**src/rtl/alu_nibble_seq_ctrl.sv**
```systemverilog
// Multi-cycle add/subtract built from one SLICE-bit adder stepped per clock.
// Start/busy/done handshake; result plus carry, overflow and zero flags.
module alu_nibble_seq_ctrl #(
  parameter int WIDTH = 32,
  parameter int SLICE = 4
) (
  input  logic             clk,
  input  logic             rst,
  input  logic             start,
  input  logic             sub,
  input  logic [WIDTH-1:0] a,
  input  logic [WIDTH-1:0] b,
  output logic             busy,
  output logic             done,
  output logic [WIDTH-1:0] result,
  output logic             cout,
  output logic             ovf,
  output logic             zero
);

  localparam int N  = WIDTH / SLICE;
  localparam int CW = (N > 1) ? $clog2(N) : 1;
  localparam logic [CW-1:0] LAST = CW'(N - 1);

  typedef enum logic [1:0] {IDLE, RUN, DONE} state_t;

  state_t state, state_nx;

  logic [WIDTH-1:0] a_q, b_q;
  logic             carry;
  logic [CW-1:0]    cnt;

  logic [SLICE-1:0] a_sl, b_sl, s;
  logic             c;
  logic             c_msb;
  logic [WIDTH-1:0] res_nx;

  // b_q holds the already-inverted operand for subtract
  always_comb begin
    a_sl   = a_q[cnt*SLICE +: SLICE];
    b_sl   = b_q[cnt*SLICE +: SLICE];
    {c, s} = {1'b0, a_sl} + {1'b0, b_sl} + (SLICE+1)'(carry);
    c_msb  = a_q[WIDTH-1] ^ b_q[WIDTH-1] ^ s[SLICE-1];
    res_nx = result;
    res_nx[cnt*SLICE +: SLICE] = s;
  end

  always_ff @(posedge clk or posedge rst) begin
    if (rst) state <= IDLE;
    else     state <= state_nx;
  end

  always_comb begin
    state_nx = state;
    unique case (state)
      IDLE: if (start) state_nx = RUN;
      RUN:  if (cnt == LAST) state_nx = DONE;
      DONE: state_nx = IDLE;
      default: state_nx = IDLE;
    endcase
  end

  always_comb begin
    busy = (state == RUN);
    done = (state == DONE);
  end

  always_ff @(posedge clk or posedge rst) begin
    if (rst) begin
      a_q    <= '0;
      b_q    <= '0;
      carry  <= 1'b0;
      cnt    <= '0;
      result <= '0;
      cout   <= 1'b0;
      ovf    <= 1'b0;
      zero   <= 1'b0;
    end else begin
      unique case (state)
        IDLE: if (start) begin
          a_q   <= a;
          b_q   <= sub ? ~b : b;
          carry <= sub;
          cnt   <= '0;
        end
        RUN: begin
          result <= res_nx;
          carry  <= c;
          cnt    <= cnt + CW'(1);
          if (cnt == LAST) begin
            cout <= c;
            ovf  <= c_msb ^ c;
            zero <= (res_nx == '0);
          end
        end
        default: ;
      endcase
    end
  end

endmodule

```
**config.mk**
```make
export PLATFORM = sky130hd
export DESIGN_NAME = alu_nibble_seq_ctrl
export DESIGN_NICKNAME = d
export VERILOG_FILES = /design/src/rtl/alu_nibble_seq_ctrl.sv
export SDC_FILE = /design/constraint.sdc
export NUM_CORES = 1
export LEC_CHECK = 0
export CORE_ASPECT_RATIO = 1.25
export CORE_UTILIZATION = 48
export DETAILED_ROUTE_END_ITERATION = 16
export GPL_ROUTABILITY_DRIVEN = 0
export PLACE_DENSITY = 0.75
export SYNTH_ARGS = -nofsm -noshare
export SYNTH_HDL_FRONTEND = slang
export SYNTH_SLANG_ARGS = --single-unit
```
**constraint.sdc**
```tcl
create_clock -name clk -period 4.7 [get_ports clk]
set_input_delay 0.705 -clock clk [delete_from_list [all_inputs] [get_ports clk]]
set_output_delay 0.705 -clock clk [all_outputs]
set_load 0.005 [all_outputs]
```
## After elaboration in Yosys (flattened, before gate mapping)

Cells that the tools add are included.

| storage, ports and cells | value |
|---|---|
| logic and storage cells | 42 |
| output and inout port bits | 37 |
| input port bits | 68 |
| latch bits | 0 |
| ROM bits | 0 |
| register bits after elaboration | 105 |
| memory bits (writable) | 0 |
| memories kept | 0 |

| operators by class | value |
|---|---|
| multipliers | 0 |
| div/mod/pow operators | 0 |
| shift-type cells | 4 |
| multiplexer cells | 9 |
| order comparisons | 0 |
| equal/unequal tests | 5 |
| add/sub/neg operators | 4 |
| bitwise logic cells | 4 |
| reduce and logical (&&, ||, !) cells | 7 |

Operators with widths:

| cell | count |
|---|---|
| $shiftx 32x6->4 | 2 |
| $neg 5->34 | 1 |
| $shift 4x34->32 const A | 1 |
| $shiftx 4x34->32 | 1 |
| $bwmux 32 | 1 |
| $logic_not 32->1 | 1 |
| $mux 32 | 1 |
| $not 32->32 | 1 |
| $reduce_and 2->1 | 4 |
| $pmux 3 s2 | 1 |
| $add 4x4->5 | 1 |
| $add 5x1->5 | 1 |
| $mux 2 | 2 |
| $pmux 2 s2 | 1 |
| $add 3x1->3 const B | 1 |
| $eq 3x3->1 const B | 1 |
| $mux 3 | 1 |
| $xor 1x1->1 | 3 |
| $eq 2x1->1 const B | 1 |
| $eq 2x2->1 const B | 1 |
| $logic_not 2->1 | 1 |
| $ne 2x1->1 const B | 1 |
| $ne 2x2->1 const B | 1 |
| $pmux 1 s2 | 1 |
| 2 further kinds | 2 |

## Logic depth before layout (Yosys ltp)

Gate-level depths: netlist of the first run.

| depth | value |
|---|---|
| depth in word-level cells | 6 |
| gate-level depth with buffers | 15 |
| depth with buffers taken out | 12 |

## Worst setup path after synthesis of the first run

OpenSTA, ideal clock, no wires.

| path | value |
|---|---|
| path kind | reg2reg |
| start | reg cnt[0] |
| end | reg zero |
| arrival time | 3.530 ns |
| buffers on the path | 3 |
| library setup time | 0.095 ns |
| period minus slack after synthesis | 3.625 ns |
| cell stages (with the launch flop) | 15 |
| setup slack | 1.075 ns |
| data required time | 4.605 ns |
| path through | dfrtp_1 buf_6 buf_2 buf_2 mux4_2 nand2_1 nand2_1 fa_1 inv_1 fa_1 xor2_2 nand3_1 a2111oi_2 nand4b_1 o31ai_1 |

| on the way | value |
|---|---|
| longest elaborated chain between the ends | 6 |
| elaborated cells between the ends (all ways) | 11 |
| classes of those cells | add/sub: 3; eq/ne: 1; shift: 4; mux: 1; reduce/logical: 2 |

RTL lines:

| item | RTL line | source |
|---|---|---|
| start, declared | 31 | `logic [CW-1:0] cnt;` |
| start signal, assigned | 89 | `cnt <= cnt + CW'(1);` |
| $shiftx 32x6->4 (on tied branches) | 40, 41 |  |
| $add 4x4->5 | 42 | `{c, s} = {1'b0, a_sl} + {1'b0, b_sl} + (SLICE+1)'(carry);` |
| $add 5x1->5 | 42 |  |
| $shiftx 4x34->32 | 45 | `res_nx[cnt*SLICE +: SLICE] = s;` |
| $bwmux 32 | 45 |  |
| $logic_not 32->1 | 93 | `zero <= (res_nx == '0);` |
| end signal, assigned | 93 |  |
| end, declared | 18 | `output logic zero` |

Several ways; a longest one is shown, not always the timed one.
A chain may end at the register's enable or synchronous reset.

## Worst setup path in the final report of the first run

| path | value |
|---|---|
| start | reg cnt[1] |
| end | reg zero |

The elaborated chain is that of the path after synthesis.

==> flow_summary.ini, run 1 <==
[clocking]
cts_sinks = 105
tritoncts = built
cts-root-buf = clkbuf_16
hold_buffers = 0
cts_inserted_buffers = 9
htreeDepth = 3
clk_path_buf_depth = 2
clk_latency_ns = 0.36
cts_setup_buffers = 0
clk_pin_slew_ns = 0.07
post_cts_resized = 0

[worst_setup_path]
start_kind = flip-flop
path_cells = mux4_2 > nand2_1 > nand2_1 > fa_1 > inv_1 > fa_1 > xor2_2 > nand3_1 > a2111oi_2 > nand4b_1 > o31ai_1
cp_slowest_cell = dfrtp_1
timing.rr.start = cnt[1]$_DFFE_PP0P_
slowest_delay_ns = 0.99
critical_path.startpoint = cnt[1]$_DFFE_PP0P_
path_max_fanout = 25
crit_required_ns = 4.96
r2r_setup_slack_ns = 0.84
crit_arrival_ns = 4.12
worstSetupEndpointType = flip-flop
crit_type = reg -> reg

[route]
drtAntennaViolNets = 0
drc_errors = 0
num_vias = 3881
first_pass_iters = 4
routed_wl_um = 11700
drt-initial-drc-count = 236
wl_per_cell_um = 16.5
via_per_inst = 5.48

[pwr]
max-vdd-ir-drop_v = 0.000457
p_leak_uw = 0.00286
powerDensity_nw_per_um2 = 762

[timing]
post-route-period-util = 0.822
totalNegativeSetupSlack_ns = 0
slew_violations = 0
setup-violations-final = 0
hold_viol_final = 0
period_minus_slack_ns = 3.86
tightestPinTransition_ns = 0.983
fmax_ghz = 0.259
worst_slack_ns = 0.837
relSlewSlack = 0.345
rsz0062_at_grt = false
clock_skew_ns = 0.00693
holdWs_ns = 0.462

[layout]
fin_cells = 708
area_growth_pct = 25.8
final_cell_mix = dfrtp_1 (105), clkdlybuf4s50_1 (103), mux2_2 (55)
drive_above_1_share = 0.188
nets = 648
diodes = 0
final_common_cell = dfrtp_1

[floorplanning]
coreArea_sq_um = 11000
num_rows = 43
start_util = 0.491
dieArea_sq_um = 11700
ios = 105
dieHeight_um = 121
fp.dieW_um = 97.0

[logic_synthesis]
syn-instance-count = 475
yosysWarnings = 0
seq_area_frac_synth = 0.485
syn_avg_cell_area_sq_um = 11.4
synth.top_cell.area_share = 0.485
ys_ff_latch = 105
synth_largest_area_cell = dfrtp_1
synth_ff_type = dfrtp_1
synthTopCellsByArea = dfrtp_1 (48%), mux2_2 (11%), mux4_2 (6.6%), xnor2_1 (5.7%), nor2_1 (3.8%)
synth_area_sq_um = 5420
async_reset_ff_frac = 1.00
synthesis.nets = 555
synth_edf_count = 0
ys_types = 59

[placement]
dp_slack_ns = 0.803
io_buffer_count = 104
dp_hpwl_um = 8570
dpl.cell_count = 692

[grt]
grt_overflow = 0
grt_pass1_vias = 4021
grt_max_degree = 79
grt_pass1_wl_um = 19500
grt_util_all_layers = 0.211
antenna_found_initial = 0

[run]
maxCapViolCount = 0

[worst_hold_path]
hold_path_class = reg -> reg
hold_start = state[1]$_DFFE_PP0P_

[outcome]
outcome = finished, final reports clean
## cells in the mapped netlist (2+ instances only)
library cell and n:
and3_1 2, nand3_1 3, nand2_1 44, mux2_2 55
a21oi_1 37, o21a_1 3, fa_1 2, ha_1 10
clkinv_1 2, clkbuf_1 17, o31ai_1 3, buf_2 5
and2_1 2, nand2b_1 3, o21ai_0 13, a21o_1 2
nor4b_2 2, inv_1 11, clkbuf_8 2, nor3_1 3
buf_1 2, a221oi_2 2, xnor2_1 35, dfrtp_1 105
nor2_1 55, or4_1 2, o22ai_1 2, nand4_1 2
mux4_2 16, o32ai_1 2, mux2i_1 2, a22o_1 2
## metrics by stage
stage           util  cell area, sq um  power (uW)
2_1_floorplan      -              5420        3680
3_3_place_gp   0.593              6540        4380
3_5_place_dp   0.593              6540        4480
4_1_cts        0.618              6820        5210
5_1_grt        0.618              6820        5570
6_report       0.618              6820        5200
## final timing paths
check / endpoint / cells past startpoint
min in group asynchronous: result[1]$_DFFE_PP0P_ / 2
max in group asynchronous: b_q[2]$_DFFE_PP0P_ / 3
hold / removal: state[0]$_DFFE_PP0P_ / 1
setup / recovery: zero$_DFFE_PP0P_ / 11
hold reg to reg: state[0]$_DFFE_PP0P_ / 1
setup reg to reg: zero$_DFFE_PP0P_ / 11
## power breakdown
group          internal [uW]  switching, uW
Combinational           1350           1470
Clock                    374            335
Sequential              1310            352
Total                   3040           2160
## sequential cells by signal, indices dropped and copies added (netlist names)
register	cells
a_q	32
b_q	32
carry	1
cnt	3
cout	1
ovf	1
result	32
state	2
zero	1
## critical path: cells and delay by family (launching register included)
family                   cells  cell delay, ns
multiplexers                 1            0.42
flip-flops                   1            0.99
XOR/XNOR                     1            0.43
buffers and inverters        1            0.10
adder cells (fa/ha/maj)      2            0.67
AND/OR/NAND/NOR              4            0.56
AO/OA/AOI/OAI                2            0.60
## cell families after synthesis
group                      count (synthesis)  synth area share
and+or+nand+nor                          130             0.114
adders and majority gates                 12            0.0305
AOI/OAI and AO/OA                         77            0.0896
buffers and inverters                     40            0.0339
xor gates and xnor gates                  37            0.0612
muxes                                     74             0.187
DFF                                      105             0.485
## routing by layer
| metal | up-vias | wire (um) | share of wire | GRT usage |
|---|---|---|---|---|
| met5 | - | 0 | 0 | 0 |
| met4 | 0 | 203 | 0.017 | 0.0858 |
| met3 | 15 | 456 | 0.039 | 0.0312 |
| met2 | 111 | 5970 | 0.51 | 0.362 |
| met1 | 1906 | 5040 | 0.43 | 0.267 |
| li1 | 1849 | - | - | - |
## cell type report
class / count / area (sq um)
Inverter: 13 / 51.3
Clock inverter: 6 / 42.5
Fill cell: 878 / 4210
Tap cell: 135 / 169
Sequential cell: 105 / 2630
Clock buffer: 10 / 239
Multi-Input combinational cell: 330 / 2620
Timing Repair Buffer: 109 / 1070
(Power assumes the default switching activity.)
==> inputs of run 2 (changes only) <==
- clock period: 4.7 -> 3.95 ns (I/O delays scaled with it)
==> flow_summary.ini, run 2 (synthesized netlist as in run 1, its figures left out) <==
[layout]
top_regs = a_q x32, b_q x32, result x32
drive_above_1_share = 0.195
area_growth_pct = 26.9
final_cell_mix = dfrtp_1 (105), clkdlybuf4s50_1 (103), mux2_2 (55)
nets = 654
fin_util = 0.624
final_common_cell = dfrtp_1
diodes = 0

[placement]
dp_hpwl_um = 8810
dp_slack_ns = 0.596
io_buffer_count = 104

[timing]
totalNegativeSetupSlack_ns = 0
worst_slack_ns = 0.561
rsz0062_at_grt = false
period_minus_slack_ns = 3.39
post-route-period-util = 0.858
hold_viol_final = 0
tightestPinTransition_ns = 0.938
clock_skew_ns = 0.0108
relSlewSlack = 0.373
fmax_ghz = 0.295
slew_violations = 0
setup-violations-final = 0

[worst_hold_path]
hold_path_class = reg -> reg
hold_start = state[1]$_DFFE_PP0P_
hold_depth = 1
whs_endpoint = state[0]$_DFFE_PP0P_

[floorplanning]
coreArea_sq_um = 11000
num_rows = 43
dieHeight_um = 121
start_util = 0.491
ios = 105
fp.dieW_um = 97.0
dieArea_sq_um = 11700

[worst_setup_path]
crit_required_ns = 4.21
path_cells = mux4_2 > nand2_1 > nand2_1 > fa_1 > inv_1 > fa_1 > xor2_2 > nand3_1 > a2111oi_2 > nand4b_1 > o31ai_1
start_kind = flip-flop
cp_slowest_cell = dfrtp_1
path_max_fanout = 17
rr_worst_depth = 11
crit_type = reg -> reg
slowest_delay_ns = 0.82
r2r_end = zero$_DFFE_PP0P_
crit_buf_inv = 1
r2r_setup_slack_ns = 0.56
worst_path_dominant_cell_family = flip-flops
worstSetupEndpointType = flip-flop
timing.rr.start = cnt[1]$_DFFE_PP0P_
crit_arrival_ns = 3.65

[run]
maxCapViolCount = 0

[route]
wl_per_cell_um = 16.6
routed_wl_um = 11900
drt-initial-drc-count = 199
drc_errors = 0
drtAntennaViolNets = 0
via_per_inst = 5.54
num_vias = 3958
first_pass_iters = 5

[clocking]
cts_inserted_buffers = 9
cts_setup_buffers = 0
clk_latency_ns = 0.35
cts_sinks = 105
clk_pin_slew_ns = 0.07
cts-root-buf = clkbuf_16
clk_path_buf_depth = 2
tritoncts = built
hold_buffers = 0
post_cts_resized = 0
htreeDepth = 3

[grt]
grt_overflow = 0
grt_pass1_vias = 4064
grt_util_all_layers = 0.215
grt_pass1_wl_um = 19900
grt_max_degree = 66
antenna_found_initial = 0

[pwr]
p_total_uw = 6350
powerDensity_nw_per_um2 = 923
max-vdd-ir-drop_v = 0.000483
p_leak_uw = 0.00290

[outcome]
outcome = finished, final reports clean
[run 2: worst max path at each step]
stage	from	endpoint	cells after the start
global route	cnt[0]$_DFFE_PP0P_	zero$_DFFE_PP0P_	11
finish	cnt[1]$_DFFE_PP0P_	zero$_DFFE_PP0P_	11
global placement	cnt[0]$_DFFE_PP0P_	zero$_DFFE_PP0P_	11
detailed placement	cnt[0]$_DFFE_PP0P_	zero$_DFFE_PP0P_	13
floorplan	cnt[0]$_DFFE_PP0P_	zero$_DFFE_PP0P_	14
CTS	cnt[0]$_DFFE_PP0P_	zero$_DFFE_PP0P_	11
[run 2: cell type report]
| cell class | count | area, sq um |
|---|---|---|
| Clock buffer | 12 | 256 |
| Clock inverter | 4 | 27.5 |
| Fill cell | 845 | 4150 |
| Inverter | 13 | 51.3 |
| Multi-Input combinational cell | 330 | 2620 |
| Sequential cell | 105 | 2630 |
| Tap cell | 135 | 169 |
| Timing Repair Buffer | 115 | 1130 |
[run 2: metrics by stage]
| stage | area (sq um) | hold slack [ns] | std cells |
|---|---|---|---|
| floorplan | 5420 | 0.403 | 475 |
| finish | 6880 | 0.451 | 714 |
| CTS | 6880 | 0.440 | 714 |
| global placement | 6600 | 0.415 | 698 |
| detailed placement | 6600 | 0.426 | 698 |
| global route | 6880 | 0.456 | 714 |
[run 2: worst register-to-register path, cell delays in order, from the launching register on]
cell and delay [ns]:
dfrtp_1 0.82, mux4_2 0.42, nand2_1 0.08, nand2_1 0.09
fa_1 0.41, inv_1 0.09, fa_1 0.24, xor2_2 0.22
nand3_1 0.16, a2111oi_2 0.38, nand4b_1 0.15, o31ai_1 0.24
[run 2: power by group]
| group | leakage [uW] | switching (uW) | internal [uW] |
|---|---|---|---|
| combinational | 0.00148 | 1790 | 1760 |
| sequential | 0.00128 | 378 | 1560 |
| clock | 0.000143 | 395 | 463 |
| total | 0.00290 | 2560 | 3790 |
[run 2: routing by layer]
metal / wire, um / vias up / GRT usage
met5: 0 / - / 0
met1: 4990 / 1918 / 0.268
li1: - / 1861 / -
met2: 5930 / 146 / 0.372
met3: 585 / 33 / 0.0283
met4: 375 / 0 / 0.102
==> inputs of run 3 (changes only) <==
- clock period: 3.95 -> 3.35 ns (I/O delays scaled with it)
==> flow_summary.ini, run 3 (synthesized netlist as in run 1, its figures left out) <==
[outcome]
outcome = finished, final reports clean

[floorplanning]
fp.dieW_um = 97.0
dieHeight_um = 121
dieArea_sq_um = 11700
start_util = 0.491
ios = 105
coreArea_sq_um = 11000
num_rows = 43

[route]
num_vias = 3975
drt-initial-drc-count = 187
first_pass_iters = 4
wl_per_cell_um = 16.8
via_per_inst = 5.48
drc_errors = 0
routed_wl_um = 12200
drtAntennaViolNets = 0

[timing]
clock_skew_ns = 0.00716
setup-violations-final = 0
tightestPinTransition_ns = 0.869
relSlewSlack = 0.421
post-route-period-util = 0.950
slew_violations = 0
period_minus_slack_ns = 3.18
hold_viol_final = 0
holdWs_ns = 0.459
fmax_ghz = 0.314

[worst_hold_path]
hold_start = state[1]$_DFFE_PP0P_
hold_depth = 1
hold_path_class = reg -> reg
whs_endpoint = state[0]$_DFFE_PP0P_

[clocking]
cts-root-buf = clkbuf_16
clk_latency_ns = 0.35
cts_inserted_buffers = 9
cts_sinks = 105
clk_pin_slew_ns = 0.07
clk_path_buf_depth = 2
htreeDepth = 3
hold_buffers = 0
tritoncts = built

[worst_setup_path]
r2r_end = zero$_DFFE_PP0P_
r2r_setup_slack_ns = 0.17
timing.rr.start = cnt[0]$_DFFE_PP0P_
crit_arrival_ns = 3.44
rr_worst_depth = 13
path_max_fanout = 5
start_kind = flip-flop
crit_type = reg -> reg
worstSetupEndpointType = flip-flop
crit_required_ns = 3.61

[layout]
nets = 666
diodes = 0
top_regs = a_q x32, b_q x32, result x32
final_cell_mix = dfrtp_1 (103), clkdlybuf4s50_1 (103), mux2_2 (55)
drive_above_1_share = 0.222
area_growth_pct = 30.8
fin_util = 0.643

[grt]
grt_overflow = 0
grt_pass1_wl_um = 20800
grt_util_all_layers = 0.225
grt_pass1_vias = 4214
grt_max_degree = 67
antenna_found_initial = 0

[pwr]
switchingPower_uw = 3250
powerDensity_nw_per_um2 = 1170
p_leak_uw = 0.00300
p_int_uw = 5040
max-vdd-ir-drop_v = 0.000521
sw_frac_of_total = 0.392
p_clk_frac = 0.149
p_seq_frac = 0.272
p_comb_frac = 0.580

[run]
maxCapViolCount = 0

[placement]
dp_hpwl_um = 8950
io_buffer_count = 104
-- run 3: layout make-up --
cell class,count,area [sq um]
Clock buffer,10,239
Inverter,13,51.3
Sequential cell,105,2630
Multi-Input combinational cell,330,2640
Clock inverter,6,115
Tap cell,135,169
Fill cell,834,3940
Timing Repair Buffer,127,1240
-- run 3: per-stage QoR --
step                setup TNS, ns  total power [uW]  setup WS, ns  instance area, sq um  cells
finish                          0              8290         0.166                  7090    726
global route              -0.0110              8860       -0.0110                  7090    726
CTS                             0              7980        0.0772                  7020    718
detailed placement         -0.296              6690        -0.133                  6660    702
global placement          -0.0269              6550       -0.0269                  6660    702
floorplan                       0              5280        0.0292                  5450    475
-- run 3: metal layers --
metal / GRT usage / share of wire
met1: 0.283 / 0.42
met2: 0.388 / 0.53
met3: 0.0387 / 0.044
met4: 0.0877 / 0.012
met5: 0 / 0
-- run 3: worst max path at each step --
stage	from	endpoint	slack (ns)
final	cnt[0]$_DFFE_PP0P_	zero$_DFFE_PP0P_	0.17
after global routing	cnt[0]$_DFFE_PP0P_	zero$_DFFE_PP0P_	-0.01
after CTS	cnt[0]$_DFFE_PP0P_	zero$_DFFE_PP0P_	0.08
after detailed placement	cnt[0]$_DFFE_PP0P_	zero$_DFFE_PP0P_	-0.13
after global placement	cnt[0]$_DFFE_PP0P_	zero$_DFFE_PP0P_	-0.03
after floorplan	cnt[0]$_DFFE_PP0P_	zero$_DFFE_PP0P_	0.03
-- run 3: critical path: stages, from the launching register on --
cell and delay (ns):
dfrtp_2 0.40, clkbuf_2 0.18, buf_4 0.17, mux4_2 0.51, nand2_1 0.08, and2_1 0.19, inv_1 0.07, ha_1 0.27
a21o_1 0.18, a21oi_1 0.23, xor2_2 0.31, nor2_1 0.08, nand4b_1 0.19, o31ai_1 0.25
-- run 3: repair_timing --
item,in CTS,in global routing
resized for setup,2,1
hold endpoints to repair,0,0
endpoints found under the setup margin,8,1
setup buffers,0,8
pin swaps,0,2
-- run 3: power by group through the flow --
stage	clock [uW]	combinational, uW	sequential (uW)
finish	1230	4800	2250
global route	1300	5230	2330
CTS	1240	4460	2280
detailed placement	0	4400	2290
global placement	0	4280	2280
floorplan	0	3150	2130
